## config.mk

```make
export PLATFORM = sky130hd
export DESIGN_NAME = pipe_ctrl_unit
export DESIGN_NICKNAME = d
export VERILOG_FILES = /design/src/rtl/ctrl_pkg.sv /design/src/rtl/ctrl_decoder.sv /design/src/rtl/pipe_ctrl_unit.sv
export SDC_FILE = /design/constraint.sdc
export NUM_CORES = 1
export LEC_CHECK = 0
export ABC_AREA = 1
export CAP_MARGIN = 20
export CORE_MARGIN = 1.5
export CORE_UTILIZATION = 25
export CTS_BUF_LIST = sky130_fd_sc_hd__clkbuf_8
export DETAILED_ROUTE_END_ITERATION = 8
export PLACE_DENSITY = 0.56
export SYNTH_ARGS = -nofsm -noshare
export SYNTH_HDL_FRONTEND = slang
export SYNTH_HIERARCHICAL = 1
export SYNTH_SLANG_ARGS = --single-unit
export TNS_END_PERCENT = 30
```

## constraint.sdc

```tcl
create_clock -name clk -period 3.24 [get_ports clk]
set_clock_uncertainty 0.15 [all_clocks]
set_input_delay 0.324 -clock clk [delete_from_list [all_inputs] [get_ports clk]]
set_output_delay 0.324 -clock clk [all_outputs]
set_load 0.02 [all_outputs]
```

## src/rtl/ctrl_pkg.sv

```systemverilog
// Shared encodings and control-bundle types for the MIPS pipeline control unit.
// CTRL_BRANCH_EN adds the beq/bne branch fields to the EX bundle.
package ctrl_pkg;

  localparam logic [5:0] OpRtype = 6'h00;
  localparam logic [5:0] OpJ     = 6'h02;
  localparam logic [5:0] OpBeq   = 6'h04;
  localparam logic [5:0] OpBne   = 6'h05;
  localparam logic [5:0] OpAddi  = 6'h08;
  localparam logic [5:0] OpAndi  = 6'h0C;
  localparam logic [5:0] OpOri   = 6'h0D;
  localparam logic [5:0] OpLw    = 6'h23;
  localparam logic [5:0] OpSw    = 6'h2B;

  localparam logic [5:0] FnSll = 6'h00;
  localparam logic [5:0] FnSrl = 6'h02;
  localparam logic [5:0] FnAdd = 6'h20;
  localparam logic [5:0] FnSub = 6'h22;
  localparam logic [5:0] FnAnd = 6'h24;
  localparam logic [5:0] FnOr  = 6'h25;
  localparam logic [5:0] FnNor = 6'h27;

  localparam logic [3:0] AluAdd = 4'h0;
  localparam logic [3:0] AluSub = 4'h1;
  localparam logic [3:0] AluSll = 4'h2;
  localparam logic [3:0] AluSrl = 4'h3;
  localparam logic [3:0] AluAnd = 4'h8;
  localparam logic [3:0] AluOr  = 4'h9;
  localparam logic [3:0] AluNor = 4'hD;

  localparam logic [1:0] MuxBRt    = 2'd0;
  localparam logic [1:0] MuxBImm   = 2'd1;
  localparam logic [1:0] MuxBShamt = 2'd2;
  localparam logic       DestRd    = 1'b0;
  localparam logic       DestRt    = 1'b1;
  localparam logic       WbMem     = 1'b0;
  localparam logic       WbAlu     = 1'b1;
  localparam logic [1:0] PcPlus4   = 2'd0;
  localparam logic [1:0] PcJump    = 2'd1;
  localparam logic [1:0] PcBranch  = 2'd2;

  typedef struct packed {
    logic [1:0] mux_1;
    logic       mux_3;
    logic [3:0] sel_alu;
    logic       illegal;
`ifdef CTRL_BRANCH_EN
    logic       is_branch;
    logic       branch_ne;
`endif
  } ex_ctrl_t;

  typedef struct packed {
    logic rd;
    logic wr;
  } mem_ctrl_t;

  typedef struct packed {
    logic mux_2;
    logic banco_wr;
  } wb_ctrl_t;

  typedef struct packed {
    mem_ctrl_t mem;
    wb_ctrl_t  wb;
  } mem_stage_t;

  typedef struct packed {
    ex_ctrl_t  ex;
    mem_ctrl_t mem;
    wb_ctrl_t  wb;
  } ctrl_bundle_t;

  typedef enum logic [0:0] {StRun, StStall} ctrl_state_e;

endpackage

```

## src/rtl/ctrl_decoder.sv

```systemverilog
// Combinational opcode/funct to control-bundle table; unknown encodings yield a NOP
// bundle flagged illegal. Branch opcodes decode only with CTRL_BRANCH_EN.
module ctrl_decoder
  import ctrl_pkg::*;
(
  input  logic [5:0]   opcode,
  input  logic [5:0]   funct,
  output ctrl_bundle_t bundle,
  output logic         reads_rs,
  output logic         reads_rt,
  output logic         is_jump
);

  always_comb begin
    bundle   = '0;
    reads_rs = 1'b1;
    reads_rt = 1'b0;
    is_jump  = 1'b0;
    case (opcode)
      OpRtype: begin
        reads_rt             = 1'b1;
        bundle.ex.mux_3      = DestRd;
        bundle.wb.mux_2      = WbAlu;
        bundle.wb.banco_wr   = 1'b1;
        case (funct)
          FnAdd: bundle.ex.sel_alu = AluAdd;
          FnSub: bundle.ex.sel_alu = AluSub;
          FnAnd: bundle.ex.sel_alu = AluAnd;
          FnOr:  bundle.ex.sel_alu = AluOr;
          FnNor: bundle.ex.sel_alu = AluNor;
          FnSll: begin
            bundle.ex.sel_alu = AluSll;
            bundle.ex.mux_1   = MuxBShamt;
          end
          FnSrl: begin
            bundle.ex.sel_alu = AluSrl;
            bundle.ex.mux_1   = MuxBShamt;
          end
          default: begin
            bundle            = '0;
            bundle.ex.illegal = 1'b1;
          end
        endcase
      end
      OpAddi, OpAndi, OpOri: begin
        bundle.ex.mux_1    = MuxBImm;
        bundle.ex.mux_3    = DestRt;
        bundle.ex.sel_alu  = (opcode == OpAddi) ? AluAdd : (opcode == OpAndi) ? AluAnd : AluOr;
        bundle.wb.mux_2    = WbAlu;
        bundle.wb.banco_wr = 1'b1;
      end
      OpLw: begin
        bundle.ex.mux_1    = MuxBImm;
        bundle.ex.mux_3    = DestRt;
        bundle.ex.sel_alu  = AluAdd;
        bundle.mem.rd      = 1'b1;
        bundle.wb.mux_2    = WbMem;
        bundle.wb.banco_wr = 1'b1;
      end
      OpSw: begin
        reads_rt          = 1'b1;
        bundle.ex.mux_1   = MuxBImm;
        bundle.ex.mux_3   = DestRt;
        bundle.ex.sel_alu = AluAdd;
        bundle.mem.wr     = 1'b1;
      end
      OpJ: begin
        reads_rs = 1'b0;
        is_jump  = 1'b1;
      end
`ifdef CTRL_BRANCH_EN
      OpBeq, OpBne: begin
        reads_rt            = 1'b1;
        bundle.ex.mux_1     = MuxBRt;
        bundle.ex.sel_alu   = AluSub;
        bundle.ex.is_branch = 1'b1;
        bundle.ex.branch_ne = (opcode == OpBne);
      end
`endif
      default: bundle.ex.illegal = 1'b1;
    endcase
  end

endmodule

```

## src/rtl/pipe_ctrl_unit.sv

```systemverilog
// MIPS 5-stage pipeline control: decode, ID/EX/MEM/WB control registers, load-use stall
// FSM and PC/IF-ID control. CTRL_BRANCH_EN enables beq/bne resolved in EX via alu_zero.
module pipe_ctrl_unit
  import ctrl_pkg::*;
#(
  parameter int unsigned REG_ADDR_W   = 5,
  parameter int unsigned ALU_SEL_W    = 4,
  parameter int unsigned STALL_CYCLES = 1
) (
  input  logic                  clk,
  input  logic                  rst,
  input  logic                  instr_valid,
  input  logic [5:0]            opcode,
  input  logic [5:0]            funct,
  input  logic [REG_ADDR_W-1:0] rs,
  input  logic [REG_ADDR_W-1:0] rt,
  input  logic [REG_ADDR_W-1:0] rd,
`ifdef CTRL_BRANCH_EN
  input  logic                  alu_zero,
`endif
  output logic                  pc_enable,
  output logic [1:0]            sel_pc_mux,
  output logic                  if_id_enable,
  output logic                  if_id_flush,
  output logic                  stall,
  output logic [1:0]            ex_mux_1,
  output logic                  ex_mux_3,
  output logic [ALU_SEL_W-1:0]  ex_sel_alu,
  output logic                  mem_rd,
  output logic                  mem_wr,
  output logic                  wb_mux_2,
  output logic                  wb_banco_wr,
  output logic [REG_ADDR_W-1:0] wb_dest,
  output logic                  illegal_op
);

  // The detection cycle is the first bubble, so the STALL state covers the remaining ones.
  localparam logic [1:0] CntInit = (STALL_CYCLES > 1) ? 2'(STALL_CYCLES - 2) : 2'd0;

  ctrl_bundle_t          id_bundle, id_gated, ex_d, ex_q;
  mem_stage_t            mem_q;
  wb_ctrl_t              wb_q;
  logic [REG_ADDR_W-1:0] id_dest, ex_dest_d, ex_dest_q, mem_dest_q, wb_dest_q;
  logic                  reads_rs, reads_rt, is_jump;
  logic                  hazard, branch_taken, stall_now, jump_now;
  ctrl_state_e           state_d, state_q;
  logic [1:0]            cnt_d, cnt_q;

  ctrl_decoder u_decoder (
    .opcode   (opcode),
    .funct    (funct),
    .bundle   (id_bundle),
    .reads_rs (reads_rs),
    .reads_rt (reads_rt),
    .is_jump  (is_jump)
  );

  assign id_dest = (id_bundle.ex.mux_3 == DestRt) ? rt : rd;

  always_comb begin
    id_gated = id_bundle;
    if (id_dest == '0) id_gated.wb.banco_wr = 1'b0;
  end

  assign hazard = instr_valid && ex_q.mem.rd && (ex_dest_q != '0) &&
                  ((reads_rs && (ex_dest_q == rs)) || (reads_rt && (ex_dest_q == rt)));

`ifdef CTRL_BRANCH_EN
  assign branch_taken = ex_q.ex.is_branch && (alu_zero ^ ex_q.ex.branch_ne);
`else
  assign branch_taken = 1'b0;
`endif

  always_comb begin
    state_d   = state_q;
    cnt_d     = cnt_q;
    stall_now = 1'b0;
    case (state_q)
      StRun: begin
        if (hazard && !branch_taken) begin
          stall_now = 1'b1;
          if (STALL_CYCLES > 1) begin
            state_d = StStall;
            cnt_d   = CntInit;
          end
        end
      end
      StStall: begin
        if (branch_taken) begin
          state_d = StRun;
          cnt_d   = 2'd0;
        end else begin
          stall_now = 1'b1;
          if (cnt_q == 2'd0) state_d = StRun;
          else               cnt_d   = cnt_q - 2'd1;
        end
      end
      default: begin
        state_d = StRun;
        cnt_d   = 2'd0;
      end
    endcase
  end

  assign jump_now = instr_valid && is_jump && !stall_now && !branch_taken;

  always_comb begin
    pc_enable    = !rst && !stall_now;
    if_id_enable = !rst && !stall_now;
    stall        = !rst && stall_now;
    if_id_flush  = !rst && (branch_taken || jump_now);
    sel_pc_mux   = PcPlus4;
    if (!rst) begin
      if (branch_taken)  sel_pc_mux = PcBranch;
      else if (jump_now) sel_pc_mux = PcJump;
    end
  end

  always_comb begin
    ex_d      = id_gated;
    ex_dest_d = id_dest;
    if (stall_now || !instr_valid || branch_taken) begin
      ex_d      = '0;
      ex_dest_d = '0;
    end
  end

  always_ff @(posedge clk or posedge rst) begin
    if (rst) begin
      state_q    <= StRun;
      cnt_q      <= 2'd0;
      ex_q       <= '0;
      ex_dest_q  <= '0;
      mem_q      <= '0;
      mem_dest_q <= '0;
      wb_q       <= '0;
      wb_dest_q  <= '0;
    end else begin
      state_q    <= state_d;
      cnt_q      <= cnt_d;
      ex_q       <= ex_d;
      ex_dest_q  <= ex_dest_d;
      mem_q      <= '{mem: ex_q.mem, wb: ex_q.wb};
      mem_dest_q <= ex_dest_q;
      wb_q       <= mem_q.wb;
      wb_dest_q  <= mem_dest_q;
    end
  end

  assign ex_mux_1    = ex_q.ex.mux_1;
  assign ex_mux_3    = ex_q.ex.mux_3;
  assign ex_sel_alu  = ALU_SEL_W'(ex_q.ex.sel_alu);
  assign illegal_op  = ex_q.ex.illegal;
  assign mem_rd      = mem_q.mem.rd;
  assign mem_wr      = mem_q.mem.wr;
  assign wb_mux_2    = wb_q.mux_2;
  assign wb_banco_wr = wb_q.banco_wr;
  assign wb_dest     = wb_dest_q;

endmodule

```

* After elaboration in Yosys (flattened, before gate mapping)
Index checks and enable logic that the tools add are counted.
** Word-level totals
- Logic and storage cells :: 86
- Input bits :: 30
- Output and inout port bits :: 23
- Flip-flop bits (word level) :: 36
** Operators by class
- Mux-type cells :: 23
- Reduce and logical (&&, ||, !) cells :: 27
- Bitwise operators :: 2
- Eq/ne operators :: 14
- Add/sub/neg operators :: 1
** Operators with widths (number)
- $eq 6x6->1 const B :: 7
- $pmux 4 s6 :: 1
- $pmux 7 s3 :: 1
- $eq 6x4->1 const B :: 3
- $mux 5 :: 3
- $eq 6x2->1 const B :: 2
- $logic_not 6->1 :: 2
- $mux 12 :: 1
- $eq 5x5->1 :: 2
- $logic_and 1x1->1 :: 10
- $mux 1 :: 10
- $pmux 1 s2 :: 4
- $reduce_or 7->1 :: 1
- $pmux 2 s3 :: 1
- $reduce_or 2->1 :: 3
- $reduce_or 6->1 :: 1
- $logic_not 5->1 :: 1
- $reduce_bool 5->1 :: 1
- $mux 4 :: 1
- $logic_not 1->1 :: 3
- $reduce_or 3->1 :: 1
- $logic_not 2->1 :: 1
- $logic_or 1x1->1 :: 2
- $mux 2 :: 1
- other kinds (3) :: 4

* Longest topological paths before layout
- Depth after elaboration :: 12
- Gate-level depth with buffers :: 14
- Depth with buffers taken out :: 14

* Modules after synthesis
Netlist, hierarchy kept.
** Modules (own cells, without submodules)
- pipe_ctrl_unit :: times used 1, cells an instance 164, area each 1478.9 µm², sequential area each 900.9 µm²
- ctrl_decoder :: times used 1, cells an instance 67, area each 325.3 µm², sequential area each 0.0 µm²

* Least setup slack after synthesis
No wires, ideal clock.
- Path kind :: input -> output
- Start point :: input rst
- End point :: output sel_pc_mux[0]
- Arrival time :: 1778 ps
- Stages on the path :: 4
- Path buffers :: 1
- Data required time :: 2766 ps
- Path slack :: 988 ps
- Cell sequence :: inv_1 > nand2_1 > nor2_1 > buf_4
** On the way
- Cells in the longest elaborated chain, start to end :: 1
** Ends and longest elaborated chain
- start, declared :: RTL line pipe_ctrl_unit.sv:11 : input logic rst,
- $mux 1 :: RTL line pipe_ctrl_unit.sv:113 : if (!rst) begin
- end, declared :: RTL line pipe_ctrl_unit.sv:22 : output logic [1:0] sel_pc_mux,
Every way passes these cells.

* Final worst setup path
- Start point :: input opcode[2]
- End point :: output if_id_flush
** On the way
- Cells in the longest elaborated chain, start to end :: 11
- Elaborated cells between the ends (all ways) :: 17
- Classes of those cells :: eq/ne: 2; mux: 5; reduce/logical: 10
** Ends and longest elaborated chain
- start, declared :: RTL line pipe_ctrl_unit.sv:13 : input logic [5:0] opcode,
- $eq 6x6->1 or $logic_not 6->1 (tied branches) :: RTL line ctrl_decoder.sv:19 : case (opcode)
- $reduce_or 2->1 (no line) (*)
- $mux 1 (*) :: RTL line ctrl_decoder.sv:19
- net reads_rt :: RTL line pipe_ctrl_unit.sv:44 : logic reads_rs, reads_rt, is_jump;
- $logic_and 1x1->1 (*) :: RTL line pipe_ctrl_unit.sv:66 : ((reads_rs && (ex_dest_q == rs)) || (reads_rt && (ex_dest_q == rt)));
- $logic_or 1x1->1 (*) :: RTL line pipe_ctrl_unit.sv:66
- $logic_and 1x1->1 (*) :: RTL line pipe_ctrl_unit.sv:65 : assign hazard = instr_valid && ex_q.mem.rd && (ex_dest_q != '0) &&
- $mux 1 (*) :: RTL line pipe_ctrl_unit.sv:80 : if (hazard && !branch_taken) begin
- $pmux 1 s2 (*) :: RTL line pipe_ctrl_unit.sv:78 : case (state_q)
- $logic_not 1->1 (*) :: RTL line pipe_ctrl_unit.sv:105 : assign jump_now = instr_valid && is_jump && !stall_now && !branch_taken;
- $logic_and 1x1->1 (*) :: RTL line pipe_ctrl_unit.sv:105
- $logic_and 1x1->1 (*) :: RTL line pipe_ctrl_unit.sv:111 : if_id_flush = !rst && (branch_taken || jump_now);
- end, declared :: RTL line pipe_ctrl_unit.sv:24 : output logic if_id_flush,
The timed path passes the listed nets; every way through them passes the cells marked *.

==> out/qor.yml <==
cts_buffers: 5
wl_met2_um: 1590
start_util_pct: 26.3
maxCapViolCount: 0
start_kind: "input pin"
cts_tree: "done"
drive_gt1_share_pct: 8.21
diodes: 0
grt_pass1_wl_um: 5890
postSynthAreaPerCell_um2: 7.81
nets: 311
finish.instance_area_mm2: 0.00244
met1Wirelength_um: 1740
wl_met3_um: 222
cts-root-buf: "clkbuf_8"
grt.total_usage_pct: 10.2
path_clk_slew_ps: 70
hold_viol: 0
area_growth_pct: 35.4
ys_ff_latch: 36
critPathRequiredTime_ps: 2770
crit_path_cell_trace: "clkdlybuf4s50_1 > inv_1 > nand3_1 > nor2_1 > inv_1 > o21ai_2 > nand2_1 > nor2_1 > nand3_1 > nand2_1 > nand2_2 > nand3_4 > nor2_1 > clkdlybuf4s50_1"
top_layer_used: "met4"
clk_path_buf_depth: 2
grt_overflow_total: 0
switching_share_pct: 25.0
via_per_inst: 3.85
yosys_warnings: 6
drt.antenna.violating_nets: 0
syn_inst: 231
clock_sinks: 36
place.gp.congestion: 0.837
p_sw_mw: 0.224
fill_cells: 728
ys_types: 24
drc: 0
hpwl_um: 2930
final_cell_mix: "inv_1 (50), clkdlybuf4s50_1 (50), nand2_1 (48), nor2_1 (45), dfrtp_1 (36)"
clkPwrFrac_pct: 31.9
grt_pass1_vias: 1301
port_buffers: 51
layout_min_cycle_time_ps: 2970
vias: 1448
wl_per_cell_um: 9.65
drtPass1Iterations: 4
htree_num_levels: 2
syn_nets: 262
ff_latch_area_um2: 901
cpMostUsedCell: "nor2_1"
rows: 30
cts_setup_buffers: 0
totalWireLength_um: 3630
synth_area_leader_cell: "dfrtp_1"
die_area_mm2: 0.00774
drt_iter0_drc: 64
fp.dieW_um: 88.0
endpoint_kind: "primary output"
yosys.area.top_type_share_pct: 49.9
fin_crit_sh_pct: 91.6
power_frac_seq_pct: 52.6
comb_power_share_pct: 15.5
cpPeakStageDelay_ps: 640
hold_class: "reg2reg"
io_pins: 53
coreArea_mm2: 0.00687
path_max_fanout: 4
path_class: "in2out"
intPower_mw: 0.673
multi_input_area_um2: 629
cp_slowest_cell: "clkdlybuf4s50_1"
chipHeight_um: 88.0
p_per_area_mw_per_mm2: 367
synth_area_mm2: 0.00180
status: "finished clean"
fmax_ghz: 0.337
vdd_ir_drop_max_mv: 0.137
cts_resized: 0
postCtsHoldBufs: 0
cp_data_arrival_time_ps: 2490
timing.hold.ws_ps: 193
antenna_found_initial: 0
clkLatencyLatePin_ps: 280
grt_max_degree: 37
p_leak_nw: 1.28
synth_area_leaders: "dfrtp_1 (50%), inv_1 (10%), nand2_1 (10%)"
finalSetupViolCount: 0
placed_area_mm2: 0.00236
timing.setup.tns_ps: 0
rsz0062_at_grt: "false"
ys_seq_area_share_pct: 49.9
drv_slew: 0
finish.utilization_pct: 35.6
[cell usage after synthesis, drive strengths merged]
cell type and number:
a21oi 2, and3 1, buf 11, conb 1, dfrtp 36, ha 1, inv 50, nand2 50
nand3 15, nand4 2, nor2 50, nor3 3, o21a 2, o21ai 6, xor2 1
[per-stage QoR]
step                cells  setup WS [ps]  power (mW)
finish                376            272       0.897
global route          376           28.7       0.944
CTS                   376            213       0.913
detailed placement    369            220       0.622
global placement      369            250       0.621
floorplan             231            988       0.551
[flip-flops by register name, indices dropped and copies added (netlist names), 2 cells and up]
signal / cells
ex_sel_alu: 4
ex_dest_q: 5
mem_dest_q: 5
mem_q: 2
wb_dest: 5
ex_q: 4
ex_mux_1: 2
cnt_q: 2
[layer usage]
layer  global-route usage (%)  up-vias
li1                         -      765
met1                     13.5      637
met2                     15.0       42
met3                     2.73        4
met4                     5.63        0
met5                        0        -
[worst max-delay path, delay by kind of cell]
| family | cells | cell delay, ps |
|---|---|---|
| AOI/OAI and AO/OA | 1 | 60 |
| buffers and inverters | 4 | 1340 |
| and+or+nand+nor | 9 | 760 |
[area by class of cell]
class	instances	share of cell area (%)
Clock inverter	2	0.358
Sequential cell	36	36.9
Timing Repair Buffer	53	21.6
Inverter	50	7.68
Multi-Input combinational cell	134	25.8
Clock buffer	5	2.82
Tap cell	96	4.92
[power groups by stage]
stage | Sequential (mW) | Combinational [mW] | Clock (mW)
2_1_floorplan | 0.487 | 0.0644 | 0
6_report | 0.472 | 0.139 | 0.286
4_1_cts | 0.472 | 0.141 | 0.300
3_5_place_dp | 0.481 | 0.141 | 0
3_3_place_gp | 0.481 | 0.140 | 0
5_1_grt | 0.474 | 0.155 | 0.315
[path summary, 6_finish.rpt]
| kind | from | to | slack [ps] | cells past startpoint |
|---|---|---|---|---|
| max | opcode[2] | if_id_flush | 270 | 14 |
| min | mem_dest_q[0] | wb_dest[0] | 190 | 0 |
| min in group asynchronous | rst | wb_dest[3] | 430 | 3 |
| min reg2reg | mem_dest_q[0] | wb_dest[0] | 190 | 0 |
| max in group asynchronous | rst | mem_dest_q[3] | 2210 | 3 |
| max reg2reg | ex_dest_q[3] | ex_dest_q[1] | 1640 | 10 |
[cells by family (layout without fill, tap and decap cells)]
logic type / Yosys count / after routing / share of synthesized area, %
AND/OR/NAND/NOR: 121 / 121 / 30.2
buffers and inverters: 61 / 110 / 15.2
flip-flops: 36 / 36 / 49.9
AO/OA/AOI/OAI: 10 / 10 / 3.26
adder cells (fa/ha/maj): 1 / 1 / 0.693
other: 1 / 1 / 0.208
XOR/XNOR: 1 / 1 / 0.486
No activity file was read; power rests on OpenSTA's default activity.
==> patch 1, RTL diff (same settings) <==
`ALU_SEL_W`: 4 -> 5.
--- a/src/rtl/pipe_ctrl_unit.sv
+++ b/src/rtl/pipe_ctrl_unit.sv
@@ -6,3 +6,3 @@
   parameter int unsigned REG_ADDR_W   = 5,
-  parameter int unsigned ALU_SEL_W    = 4,
+  parameter int unsigned ALU_SEL_W    = 5,
   parameter int unsigned STALL_CYCLES = 1
Ports: changed (resized ex_sel_alu); port bits go from 53 to 54. The function was not compared with the original's and may differ.
==> patch 1 against the unedited design <==
Wire length grew 0.88%. Power increased by 15%. Clock power up 48%. Sequential cell count stayed put. Cell count increased by 0.53%. Setup slack lost 0.043 ns. Design area rose by 2.0%. Synthesized area rose by 0.42%. Hold slack better by 0.0055 ns. Count of clock-buffer cells in the layout increased by 2. Sequential share of layout area fell by 0.74 points. Critical path type unchanged. Largest cell class unchanged.
==> patch 1: results (changes against the unedited design) <==
- DP HPWL: 2.93 mm (-0.12%)
- Pre-CTS setup slack: 0.222 ns (+0.00197 ns)
- Cell count after synthesis: 232 (+0.43%)
- Layout filler cell count: 751 (+3.2%)
- Total Routing Usage GR: 0.103 (+0.00102)
- Leak Pwr: 1.28 nW (+0.29%)
- Main flop type after synthesis: dfrtp_1
- Vias in the first global route: 1304 (+0.23%)
- Worst endpoint data arrival time: 2.54 ns (+0.05 ns)
- Crit. Startpoint: opcode[1]
- NumNets Final: 312 (+0.32%)
- Postcts setup bufs: 0 (unchanged)
- Starting DRT DRC Count: 61 (-4.7%)
- Fin crit period: 3.01 ns (+0.0427 ns)
- Share of cells above drive strength 1: 0.0887 (+0.00651)
- Sequential area share after synthesis: 0.497 (-0.00207)
- Cell count after placement: 370 (+0.27%)
- RePlAce Congestion: 0.853 (+2.0%)
- Via count: 1441 (-0.48%)
- Finished Layout Cells: 378 (+0.53%)
- Worst vdd ir: 0.175 mV (+28%)
- CTS root buf: clkbuf_8
- Synth top area cells: dfrtp_1, inv_1, nand2_1
- Instance area at placement: 2370 sq um (+0.16%)
- Average wire per standard cell: 9.68 um (+0.35%)
- Status: completed
- R2r startpoint: ex_dest_q[4]$_DFF_PP0_
- First-pass GRT wire length: 5.97 mm (+1.3%)
- H-Tree Depth: 2 (unchanged)
- Reg2reg end: ex_q[1]$_DFF_PP0_
- Worst setup endpoint: stall
- R2R setup slack: 1.67 ns (+0.03 ns)
- Commonest cells in the netlist: inv_1, nand2_1, nor2_1
-- patch 1: cell types whose count changed after synthesis --
cell / before / now
buf_4: 10 / 11
-- patch 1: per-layer routing --
metal / routed length [um] / GRT usage / share of wire / up-vias
met5: 0 / 0 / 0 / -
met4: 39 / 0.0426 / 0.011 / 0
met3: 203 / 0.0292 / 0.055 / 2
met2: 1610 / 0.149 / 0.44 / 46
met1: 1810 / 0.144 / 0.49 / 629
li1: - / - / - / 764
-- patch 1: cell type report --
type | instances | area [sq um] | area share
Multi-Input combinational cell | 135 | 633 | 0.254
Timing Repair Buffer | 53 | 526 | 0.211
Clock inverter | 1 | 30.0 | 0.0120
Inverter | 50 | 188 | 0.0753
Tap cell | 96 | 120 | 0.0482
Clock buffer | 7 | 96.3 | 0.0386
Sequential cell | 36 | 901 | 0.361
-- patch 1: how the worst min path moves through the flow --
| stage | start | to | slack [ns] | cells past startpoint |
|---|---|---|---|---|
| after CTS | mem_q[1]$_DFF_PP0_ | wb_mux_2$_DFF_PP0_ | 0.20 | 0 |
| after global placement | mem_dest_q[0]$_DFF_PP0_ | wb_dest[0]$_DFF_PP0_ | 0.18 | 0 |
| after detailed placement | mem_q[1]$_DFF_PP0_ | wb_mux_2$_DFF_PP0_ | 0.18 | 0 |
| after floorplan | ex_q[0]$_DFF_PP0_ | mem_q[0]$_DFF_PP0_ | 0.18 | 0 |
| final | mem_q[0]$_DFF_PP0_ | wb_banco_wr$_DFF_PP0_ | 0.20 | 0 |
| after global routing | mem_q[0]$_DFF_PP0_ | wb_banco_wr$_DFF_PP0_ | 0.21 | 0 |
-- patch 1: stage by stage --
stage / power [mW] / hold slack [ns]
3_3_place_gp: 0.622 / 0.183
5_1_grt: 1.09 / 0.209
3_5_place_dp: 0.623 / 0.185
2_1_floorplan: 0.553 / 0.181
6_report: 1.03 / 0.199
4_1_cts: 1.05 / 0.200
-- patch 1: power breakdown --
part	total [mW]	leakage (nW)	internal (mW)	switching [mW]
registers	0.472	0.483	0.464	0.00743
logic	0.140	0.737	0.0657	0.0747
clock network	0.422	0.0645	0.271	0.150
-- patch 1: critical path, cell delays in order --
cell             delay [ns]
clkdlybuf4s50_1        0.56
nand3_1                0.15
nor2_1                 0.14
inv_1                  0.09
o21ai_2                0.11
nand2_1                0.06
nor2_1                 0.10
nand3_1                0.08
nand2_1                0.07
nand2_2                0.09
a21oi_1                0.14
clkdlybuf4s50_1        0.61
-- patch 1: cells by family after synthesis --
logic type                 Yosys count  synth area share
xor gates and xnor gates             1           0.00484
AOI/OAI and AO/OA                   10            0.0325
other                                1           0.00207
DFF                                 36             0.497
buffers and inverters               62             0.155
adders and majority gates            1           0.00690
and+or+nand+nor                    121             0.301
==> patch 2, RTL diff (same settings) <==
Made on the original files. `mem_dest_q` no longer has a reset.
--- a/src/rtl/pipe_ctrl_unit.sv
+++ b/src/rtl/pipe_ctrl_unit.sv
@@ -134,3 +134,2 @@
       mem_q      <= '0;
-      mem_dest_q <= '0;
       wb_q       <= '0;
@@ -143,3 +142,2 @@
       mem_q      <= '{mem: ex_q.mem, wb: ex_q.wb};
-      mem_dest_q <= ex_dest_q;
       wb_q       <= mem_q.wb;
@@ -147,2 +145,6 @@
     end
+  end
+
+  always_ff @(posedge clk) begin
+    mem_dest_q <= ex_dest_q;
   end
Function: same outputs for any inputs over 10 cycles, from zero or initial values and one cycle with rst high; that may be too few to reach the edited logic, so the function may still have changed.
==> patch 2 against the unedited design <==
Count of clock-buffer cells in the layout unchanged. Synthesized area is 1.1% lower. Setup slack lost 0.041 ns. Non-clock buffer count did not move. Utilization decreased by 0.15 points. First-iteration DRC count down 1.6%. Synthesized cell count grew 0.87%. Clock power increased by 2%. Hold slack lost 0.015 ns. Design area fell by 0.97%. Largest power group unchanged. Sequential cell count did not move. Wire length rose by 3.6%. Power is 0.54% higher. Sequential share of layout area decreased by 0.67 points.
==> patch 2: results (changes against the unedited design) <==
- R2r startpoint: ex_dest_q[1]$_DFF_PP0_
- Grt met3 use: 0.0322 (+0.00489)
- Share of cells above drive strength 1: 0.0780 (-0.00413)
- Layout filler cell count: 738 (+1.4%)
- Total Routing Usage GR: 0.103 (+0.00140)
- Worst setup endpoint: stall
- Vias in the first global route: 1301 (unchanged)
- DP HPWL: 2.95 mm (+0.74%)
- NumNets Final: 312 (+0.32%)
- Worst vdd ir: 0.191 mV (+40%)
- Worst endpoint data arrival time: 2.53 ns (+0.04 ns)
- First-pass GRT wire length: 5.97 mm (+1.3%)
- Mapped Nets: 264 (+0.76%)
- Tightest Hold Check Type: reg2reg
- Post-synth ARST share: 0.861 (-0.139)
- Routed wl met2: 1.67 mm (+5.0%)
- Starting DRT DRC Count: 63 (-1.6%)
- Status: completed
- PostCTS Resize Cnt: 0 (unchanged)
- Drt via density: 3.81 (-0.94%)
- Sequential area share after synthesis: 0.491 (-0.00842)
- Cell variety after synth: 26 (+8.3%)
- R2R setup slack: 1.66 ns (+0.02 ns)
- N_diodes: 0 (unchanged)
- Largest stage delay on the critical path: 0.62 ns (-0.02 ns)
- Pre-CTS setup slack: 0.213 ns (-0.00679 ns)
- Largest net degree at the start of global routing: 32 (-14%)
- Hold endpoint: wb_dest[3]$_DFF_PP0_
- FMAX: 332 MHz (-1.4%)
- Average wire per standard cell: 9.94 um (+3.0%)
- Crit. Startpoint: opcode[1]
- Leak Pwr: 1.25 nW (-2.7%)
- Met1 wire length: 1.84 mm (+5.8%)
- Min-delay src: mem_dest_q[3]$_DFF_P_
- Max clock buf depth: 2 (unchanged)
- Met2 Track Usage GR: 0.159 (+0.00885)
- Instance area at placement: 2340 sq um (-1.1%)
- Synth top area cells: dfrtp_1, nand2_1, inv_1
- RePlAce Congestion: 0.810 (-3.1%)
- Reg2reg end: ex_q[0]$_DFF_PP0_
- Met3 WL post-DR: 203 um (-8.6%)
- Commonest cells in the netlist: nand2_1, inv_1, nor2_1
- GR Util met1: 0.135 (+0.000158)
## patch 2: changes by cell type in the layout (fill, tap and decap cells not counted)
cell | unedited run | this run
clkdlybuf4s50_1 | 50 | 51
dfrtp_1 | 36 | 31
dfxtp_1 | 0 | 5
dlymetal6s2s_1 | 1 | 0
inv_1 | 50 | 51
nand2_1 | 48 | 50
nor2_1 | 45 | 46
nor2_2 | 3 | 2
o21ai_0 | 5 | 4
## patch 2: power breakdown
| group | internal [mW] | switching (mW) | total (mW) |
|---|---|---|---|
| Clock | 0.144 | 0.147 | 0.291 |
| Sequential | 0.464 | 0.00731 | 0.471 |
| Combinational | 0.0658 | 0.0735 | 0.139 |
## patch 2: per-stage QoR
| step | hold WS, ns | std cells | utilization | power, mW |
|---|---|---|---|---|
| 6_report | 0.179 | 378 | 0.354 | 0.902 |
| 5_1_grt | 0.185 | 378 | 0.354 | 0.955 |
| 4_1_cts | 0.179 | 378 | 0.354 | 0.913 |
| 3_5_place_dp | 0.170 | 370 | 0.342 | 0.620 |
| 3_3_place_gp | 0.169 | 370 | 0.342 | 0.619 |
| 2_1_floorplan | 0.166 | 233 | - | 0.550 |
## patch 2: cells by family after synthesis
family | Yosys count | synth area share
compound gates | 9 | 0.0302
xor+xnor | 1 | 0.00491
fa+ha+maj | 1 | 0.00701
buf+inv | 62 | 0.156
flops | 36 | 0.491
other cells | 1 | 0.00210
simple gates | 123 | 0.309
## patch 2: final cells by class
cell class / instances / share of cell area
Sequential cell: 36 / 0.362
Multi-Input combinational cell: 135 / 0.260
Timing Repair Buffer: 53 / 0.217
Inverter: 50 / 0.0776
Tap cell: 96 / 0.0496
Clock buffer: 5 / 0.0284
Clock inverter: 3 / 0.00517
